## src/rtl/keypad_debounce_encoder_pkg.sv

```systemverilog
// keypad_debounce_encoder_pkg: shared states, constants and one-hot key encoder
package keypad_debounce_encoder_pkg;
  localparam int NUM_KEYS = 10;
  localparam logic [3:0] KEY_NONE = 4'hF;
  typedef enum logic [1:0] {IDLE, SETTLE, HELD, RELEASE} state_t;
  typedef struct packed {
    logic       ok;
    logic [3:0] idx;
  } onehot_t;
  function automatic onehot_t onehot_enc(input logic [NUM_KEYS-1:0] v);
    logic [3:0] n;
    n = '0;
    onehot_enc = '{ok: 1'b0, idx: KEY_NONE};
    for (int i = 0; i < NUM_KEYS; i++) begin
      n = n + 4'(v[i]);
      if (v[i]) onehot_enc.idx = 4'(i);
    end
    onehot_enc.ok = (n == 4'd1);
  endfunction
endpackage

```

## src/rtl/keypad_debounce_encoder_if.sv

```systemverilog
// keypad_debounce_encoder_if: raw keys and clear in, encoded key events and beep out
interface keypad_debounce_encoder_if import keypad_debounce_encoder_pkg::*; ();
  logic [NUM_KEYS-1:0] key_in;
  logic                clr;
  logic                key_valid;
  logic [3:0]          key_code;
  logic [2:0]          digit_cnt;
  logic                entry_done;
  logic                multi_key_err;
  logic                beep_en;
  modport master(output key_in, clr, input key_valid, key_code, digit_cnt, entry_done, multi_key_err, beep_en);
  modport slave(input key_in, clr, output key_valid, key_code, digit_cnt, entry_done, multi_key_err, beep_en);
endinterface

```

## src/rtl/keypad_debounce_encoder_key_sync.sv

```systemverilog
// key_sync: two-flop synchroniser for a vector of asynchronous inputs
module key_sync #(
  parameter int W = 1
) (
  input  logic         clk,
  input  logic         rst_n,
  input  logic [W-1:0] i_d,
  output logic [W-1:0] o_q
);
  logic [W-1:0] r_meta;
  logic [W-1:0] r_q;
  always_ff @(posedge clk or negedge rst_n)
    if (!rst_n) begin
      r_meta <= '0;
      r_q    <= '0;
    end else begin
      r_meta <= i_d;
      r_q    <= r_meta;
    end
  assign o_q = r_q;
endmodule

```

## src/rtl/keypad_debounce_encoder.sv

```systemverilog
// keypad_debounce_encoder: debounces ten digit keys, encodes presses, counts entry digits, times the beep
module keypad_debounce_encoder
  import keypad_debounce_encoder_pkg::*;
#(
  parameter int DEBOUNCE_CYCLES = 250000,
  parameter int BEEP_CYCLES     = 2500000,
  parameter int ENTRY_DIGITS    = 4
) (
  input logic clk,
  input logic rst,
  keypad_debounce_encoder_if.slave kp
);
  localparam int DW = $clog2(DEBOUNCE_CYCLES + 1);
  localparam int BW = $clog2(BEEP_CYCLES + 1);
  logic [NUM_KEYS-1:0] w_ks, r_snap, w_snap;
  logic [DW-1:0]       r_cnt, w_cnt;
  logic [BW-1:0]       r_beep;
  logic [3:0]          r_code;
  logic [2:0]          r_digit;
  logic                r_key_valid, r_err, r_done;
  logic                w_accept, w_err, w_last;
  state_t              r_state, w_state;
  onehot_t             w_oh;
  key_sync #(.W(NUM_KEYS)) u_sync (.clk(clk), .rst_n(rst), .i_d(kp.key_in), .o_q(w_ks));
  assign w_oh   = onehot_enc(r_snap);
  assign w_last = (r_digit == 3'(ENTRY_DIGITS - 1));
  always_ff @(posedge clk or negedge rst)
    if (!rst) begin
      r_state <= IDLE;
      r_snap  <= '0;
      r_cnt   <= '0;
    end else begin
      r_state <= w_state;
      r_snap  <= w_snap;
      r_cnt   <= w_cnt;
    end
  // A vector change restarts the count; acceptance needs DEBOUNCE_CYCLES of the same vector
  always_comb begin
    w_state  = r_state;
    w_snap   = r_snap;
    w_cnt    = r_cnt;
    w_accept = 1'b0;
    w_err    = 1'b0;
    unique case (r_state)
      IDLE:
        if (w_ks != '0) begin
          w_snap  = w_ks;
          w_cnt   = DW'(1);
          w_state = SETTLE;
        end
      SETTLE:
        if (w_ks == '0) w_state = IDLE;
        else if (w_ks != r_snap) begin
          w_snap = w_ks;
          w_cnt  = DW'(1);
        end else if (r_cnt == DW'(DEBOUNCE_CYCLES)) begin
          w_accept = w_oh.ok;
          w_err    = !w_oh.ok;
          w_state  = HELD;
        end else w_cnt = r_cnt + DW'(1);
      HELD:
        if (w_ks == '0) begin
          w_cnt   = DW'(1);
          w_state = RELEASE;
        end
      RELEASE:
        if (w_ks != '0) w_state = HELD;
        else if (r_cnt == DW'(DEBOUNCE_CYCLES)) w_state = IDLE;
        else w_cnt = r_cnt + DW'(1);
    endcase
  end
  always_ff @(posedge clk or negedge rst)
    if (!rst) begin
      r_key_valid <= 1'b0;
      r_err       <= 1'b0;
      r_done      <= 1'b0;
      r_code      <= KEY_NONE;
      r_digit     <= '0;
      r_beep      <= '0;
    end else begin
      r_key_valid <= w_accept;
      r_err       <= w_err;
      r_code      <= w_accept ? w_oh.idx : r_code;
      r_done      <= w_accept && w_last && !kp.clr;
      r_digit     <= kp.clr ? 3'd0 : w_accept ? (w_last ? 3'd0 : r_digit + 3'd1) : r_digit;
      r_beep      <= (w_accept || w_err) ? BW'(BEEP_CYCLES) : r_beep - BW'(r_beep != '0);
    end
  assign kp.key_valid     = r_key_valid;
  assign kp.multi_key_err = r_err;
  assign kp.entry_done    = r_done;
  assign kp.key_code      = r_code;
  assign kp.digit_cnt     = r_digit;
  assign kp.beep_en       = (r_beep != '0);
endmodule

```

## src/flat_wrapper.sv

```systemverilog
// flat-port wrapper written by rule: the top's interface ports become plain ports
module keypad_debounce_encoder_flat import keypad_debounce_encoder_pkg::*;
#(
  parameter int DEBOUNCE_CYCLES = 250000,
  parameter int BEEP_CYCLES     = 2500000,
  parameter int ENTRY_DIGITS    = 4
)
  (clk, rst, kp_key_in, kp_clr, kp_key_valid, kp_key_code, kp_digit_cnt, kp_entry_done, kp_multi_key_err, kp_beep_en);
  keypad_debounce_encoder_if kp_i ();
  input logic clk;
  input logic rst;
  input wire logic [$bits(kp_i.key_in)-1:0] kp_key_in;
  input wire logic [$bits(kp_i.clr)-1:0] kp_clr;
  output wire logic [$bits(kp_i.key_valid)-1:0] kp_key_valid;
  output wire logic [$bits(kp_i.key_code)-1:0] kp_key_code;
  output wire logic [$bits(kp_i.digit_cnt)-1:0] kp_digit_cnt;
  output wire logic [$bits(kp_i.entry_done)-1:0] kp_entry_done;
  output wire logic [$bits(kp_i.multi_key_err)-1:0] kp_multi_key_err;
  output wire logic [$bits(kp_i.beep_en)-1:0] kp_beep_en;
  assign kp_i.key_in = kp_key_in;
  assign kp_i.clr = kp_clr;
  assign kp_key_valid = kp_i.key_valid;
  assign kp_key_code = kp_i.key_code;
  assign kp_digit_cnt = kp_i.digit_cnt;
  assign kp_entry_done = kp_i.entry_done;
  assign kp_multi_key_err = kp_i.multi_key_err;
  assign kp_beep_en = kp_i.beep_en;
  keypad_debounce_encoder #(.DEBOUNCE_CYCLES(DEBOUNCE_CYCLES), .BEEP_CYCLES(BEEP_CYCLES), .ENTRY_DIGITS(ENTRY_DIGITS)) u_core (.clk(clk), .rst(rst), .kp(kp_i));
endmodule
```

## config.mk

```make
export PLATFORM = sky130hd
export DESIGN_NAME = keypad_debounce_encoder_flat
export DESIGN_NICKNAME = d
export VERILOG_FILES = /design/src/rtl/keypad_debounce_encoder_pkg.sv /design/src/rtl/keypad_debounce_encoder_if.sv /design/src/rtl/keypad_debounce_encoder_key_sync.sv /design/src/rtl/keypad_debounce_encoder.sv /design/src/flat_wrapper.sv
export SDC_FILE = /design/constraint.sdc
export NUM_CORES = 1
export LEC_CHECK = 0
export ABC_AREA = 1
export CORE_ASPECT_RATIO = 1.1
export CORE_MARGIN = 2
export CORE_UTILIZATION = 55
export DETAILED_ROUTE_END_ITERATION = 8
export HOLD_SLACK_MARGIN = 0.05
export PLACE_DENSITY = 0.74
export SYNTH_ARGS = -nofsm -noshare
export SYNTH_HDL_FRONTEND = slang
export SYNTH_HIERARCHICAL = 1
export SYNTH_SLANG_ARGS = --single-unit
```

## constraint.sdc

```tcl
create_clock -name clk -period 7.38 [get_ports clk]
set_input_delay 0.738 -clock clk [delete_from_list [all_inputs] [get_ports clk]]
set_output_delay 0.738 -clock clk [all_outputs]
set_load 0.02 [all_outputs]
```

==> flow_metrics.env <==
export IMPL_outcome="complete, no violations"
export IMPL_overflow_left_after_global_routing=0
export IMPL_detailedPlacementHpwl_mm=6.886
export IMPL_fin_ws_ps=3869
export IMPL_area_growth_synth_to_final_pct=10.87
export IMPL_final_report_setup_violation_count=0
export IMPL_vdd_ir_drop_worst_v=0.0002030
export IMPL_numCtsBuffers=9
export IMPL_wl_per_cell_um=12.42
export IMPL_synth_enable_flop_cells=0
export IMPL_p_leak_nw=2.795
export IMPL_floorplan_die_height_um=100.3
export IMPL_report_final_slew_viol_count=0
export IMPL_worst_setup_path_type="reg -> reg"
export IMPL_capture_point_of_the_critical_path="u_core/kp.digit_cnt[0]$_DFFE_PN0P_"
export IMPL_synth_top_cells_by_area="sky130_fd_sc_hd__dfrtp_1 42%, sky130_fd_sc_hd__nand2_1 14%, sky130_fd_sc_hd__inv_1 7.9%"
export IMPL_ctsHtreeMaxLevel=3
export IMPL_crit_start="u_core/r_snap[0]$_DFFE_PN0P_"
export IMPL_vias=3844
export IMPL_period_minus_slack_ps=3511
export IMPL_synth_cells=614
export IMPL_design_die_area_um2=9187
export IMPL_detail_route_iter0_violations=145
export IMPL_drt_drc_violations_left=0
export IMPL_cts_tree="yes"
export IMPL_fmax_ghz=0.2848
export IMPL_grt_antenna_before_repair=0
export IMPL_row_count=35
export IMPL_worstHoldPathType="reg -> reg"
export IMPL_worst_pin_slew_ps=1018
export IMPL_postCtsSetupRepairBufs=0
export IMPL_grt_start_max_net_pins=83
export IMPL_finalHoldViolCount=0
export IMPL_ioPinCount=24
export IMPL_worstPathArrival_ps=3800
export IMPL_num_nets_final=668
export IMPL_synth_nets=642
export IMPL_gpl_final_weighted_congestion=0.8845
export IMPL_total_power_mw=1.592
export IMPL_wire_length_of_the_first_global_routing_pass_mm=16.61
export IMPL_die_x_um=91.57
export IMPL_finish_utilization_pct=62.15
export IMPL_first_global_vias=3792
export IMPL_finalClockSkew_ps=10.25
export IMPL_grt_setup_unrepaired="false"
export IMPL_power_density_nw_per_um2=309.5
export IMPL_syn_mean_instance_area_um2=7.556
export IMPL_clock_path_buffers=2
export IMPL_detail_route_first_pass_iterations=4
export IMPL_finalInstanceArea_um2=5144
export IMPL_maxCapViolations=0
export IMPL_clock_insertion_delay_worst_skew_ps=350
export IMPL_setup_tns_ps=0
export IMPL_rr_endpoint="u_core/kp.digit_cnt[0]$_DFFE_PN0P_"
export IMPL_ys_types=36
export IMPL_coreArea_um2=8277
export IMPL_worst_r2r_cell_count=16
export IMPL_clock_sink_count=82
export IMPL_place_ws_ps=3879
export IMPL_reg2reg_setup_slack_ps=3870
export IMPL_dominantRegCellSynth="sky130_fd_sc_hd__dfrtp_1"
export IMPL_yosysWarningCount=6
export IMPL_total_wirelength_of_the_detailed_routed_design_mm=9.392
export IMPL_fillerInstances=696
export IMPL_post_route_period_util_pct=47.58
export IMPL_relative_slew_slack_pct=32.16
export IMPL_crit_fanout=7
export IMPL_drive_gt1_share_pct=6.667
export IMPL_placed_cell_area_um2=4936
export IMPL_ctsRootBufferMaster="sky130_fd_sc_hd__clkbuf_8"
export IMPL_num_antenna_cells=0
export IMPL_synth_yosys_seq_area_share_pct=44.34
export IMPL_critPathRequiredTime_ps=7670
export IMPL_vias_per_cell=5.085
export IMPL_post_cts_resize_count=0
export IMPL_overall_fraction_of_global_route_tracks_in_use_pct=22.30
export IMPL_netlist_top_cell_by_area="sky130_fd_sc_hd__dfrtp_1"
export IMPL_netlist_area_um2=4639
export IMPL_ys_ff_latch=82
export IMPL_multi_input_area_um2=2122
export IMPL_synth_commonest_cells="174 x sky130_fd_sc_hd__nand2_1, 98 x sky130_fd_sc_hd__inv_1, 81 x sky130_fd_sc_hd__nor2_1"
export IMPL_drt_antenna_violating_nets=0
export IMPL_startpoint_type="register"
export IMPL_worst_setup_hold_path_clk_slew_ps=90
export IMPL_end_kind="register"
export IMPL_async_reset_ff_share_pct=100.0
export IMPL_regArea_um2=2057
export IMPL_reg2reg_from="u_core/r_snap[0]$_DFFE_PN0P_"
export IMPL_synth_largest_type_area_fraction_pct=42.07
export IMPL_placement_io_buffers=23
export IMPL_most_common_cell_in_the_netlist="sky130_fd_sc_hd__nand2_1"
export IMPL_initial_core_util_pct=56.05
export IMPL_hold_buffers=0
==> flip-flops by register name, summed over array words and instances (netlist names), named ones only <==
signal / flops
u_core/kp.digit_cnt: 3
u_core/kp.entry_done: 1
u_core/kp.key_code: 4
u_core/kp.key_valid: 1
u_core/kp.multi_key_err: 1
u_core/r_beep: 22
u_core/r_cnt: 18
u_core/r_snap: 10
u_core/r_state: 1
u_core/u_sync/o_q: 10
u_core/u_sync/r_meta: 10
==> where the power goes <==
group	switching, mW	internal (mW)
clock network	0.172	0.169
logic	0.442	0.243
registers	0.0673	0.498
==> layout by cell type (no fill, tap or decap), types with 9 or more instances in the layout <==
cell,n
sky130_fd_sc_hd__o21ai_0,16
sky130_fd_sc_hd__nand2_1,174
sky130_fd_sc_hd__nor2_1,81
sky130_fd_sc_hd__xor2_1,16
sky130_fd_sc_hd__inv_1,98
sky130_fd_sc_hd__nand4_1,9
sky130_fd_sc_hd__nand3_1,38
sky130_fd_sc_hd__o21ai_1,16
sky130_fd_sc_hd__ha_1,9
sky130_fd_sc_hd__nor3_1,21
sky130_fd_sc_hd__clkdlybuf4s50_1,22
sky130_fd_sc_hd__dfrtp_1,78
sky130_fd_sc_hd__clkbuf_8,10
==> metal layers <==
layer | vias to the layer above | share of wire [%] | GRT usage [%]
met3 | 16 | 3.4 | 4.880
met5 | - | 0 | 0
met1 | 1811 | 45 | 27.46
met4 | 0 | 2.1 | 7.576
met2 | 68 | 50 | 38.97
li1 | 1949 | - | -
==> worst max-delay path, cell delays in order (launching register included) <==
cell and delay (ps):
sky130_fd_sc_hd__dfrtp_1 440, sky130_fd_sc_hd__fa_1 520, sky130_fd_sc_hd__fa_1 510, sky130_fd_sc_hd__inv_1 50, sky130_fd_sc_hd__fa_1 420, sky130_fd_sc_hd__inv_1 70
sky130_fd_sc_hd__ha_1 150, sky130_fd_sc_hd__inv_1 50, sky130_fd_sc_hd__fa_1 480, sky130_fd_sc_hd__nand2_1 50, sky130_fd_sc_hd__nor2_1 100, sky130_fd_sc_hd__nand2_1 70
sky130_fd_sc_hd__inv_1 120, sky130_fd_sc_hd__nand4_4 160, sky130_fd_sc_hd__nand2_1 150, sky130_fd_sc_hd__nand2_1 60, sky130_fd_sc_hd__nand2_1 60
==> cells by family (layout without fill, tap and decap cells) <==
kind of cell / after synthesis / count (layout) / synth area share, %
AND/OR/NAND/NOR: 348 / 348 / 32.90
flip-flops: 82 / 82 / 44.34
AO/OA/AOI/OAI: 39 / 39 / 4.423
buffers and inverters: 112 / 143 / 9.924
XOR/XNOR: 18 / 18 / 3.398
adder cells (fa/ha/maj): 15 / 15 / 5.016
==> through the flow <==
step	instances	hold slack [ps]
floorplan	614	331.2
global placement	740	331.0
detailed placement	740	334.7
CTS	756	354.9
global route	756	361.7
finish	756	353.6
==> worst min-delay path by stage <==
| stage | to | depth (start not counted) | startpoint | slack (ps) |
|---|---|---|---|---|
| detailed placement | u_core/u_sync/o_q[7]$_DFF_PN0_ | 0 | u_core/u_sync/r_meta[7]$_DFF_PN0_ | 330 |
| CTS | u_core/u_sync/o_q[7]$_DFF_PN0_ | 0 | u_core/u_sync/r_meta[7]$_DFF_PN0_ | 350 |
| finish | u_core/u_sync/o_q[4]$_DFF_PN0_ | 0 | u_core/u_sync/r_meta[4]$_DFF_PN0_ | 350 |
| floorplan | u_core/u_sync/o_q[0]$_DFF_PN0_ | 0 | u_core/u_sync/r_meta[0]$_DFF_PN0_ | 330 |
| global route | u_core/u_sync/o_q[9]$_DFF_PN0_ | 0 | u_core/u_sync/r_meta[9]$_DFF_PN0_ | 360 |
| global placement | u_core/u_sync/o_q[1]$_DFF_PN0_ | 0 | u_core/u_sync/r_meta[1]$_DFF_PN0_ | 330 |
==> cell type report <==
| type | instances | area share, % |
|---|---|---|
| inverters | 104 | 7.589 |
| flip-flops and latches | 82 | 39.99 |
| clock buffers | 10 | 2.676 |
| repair buffers | 23 | 4.427 |
| multi-input cells | 420 | 41.26 |
| well taps | 111 | 2.700 |
| clock inverters | 6 | 1.362 |
Power figures use the tool's default switching activity.
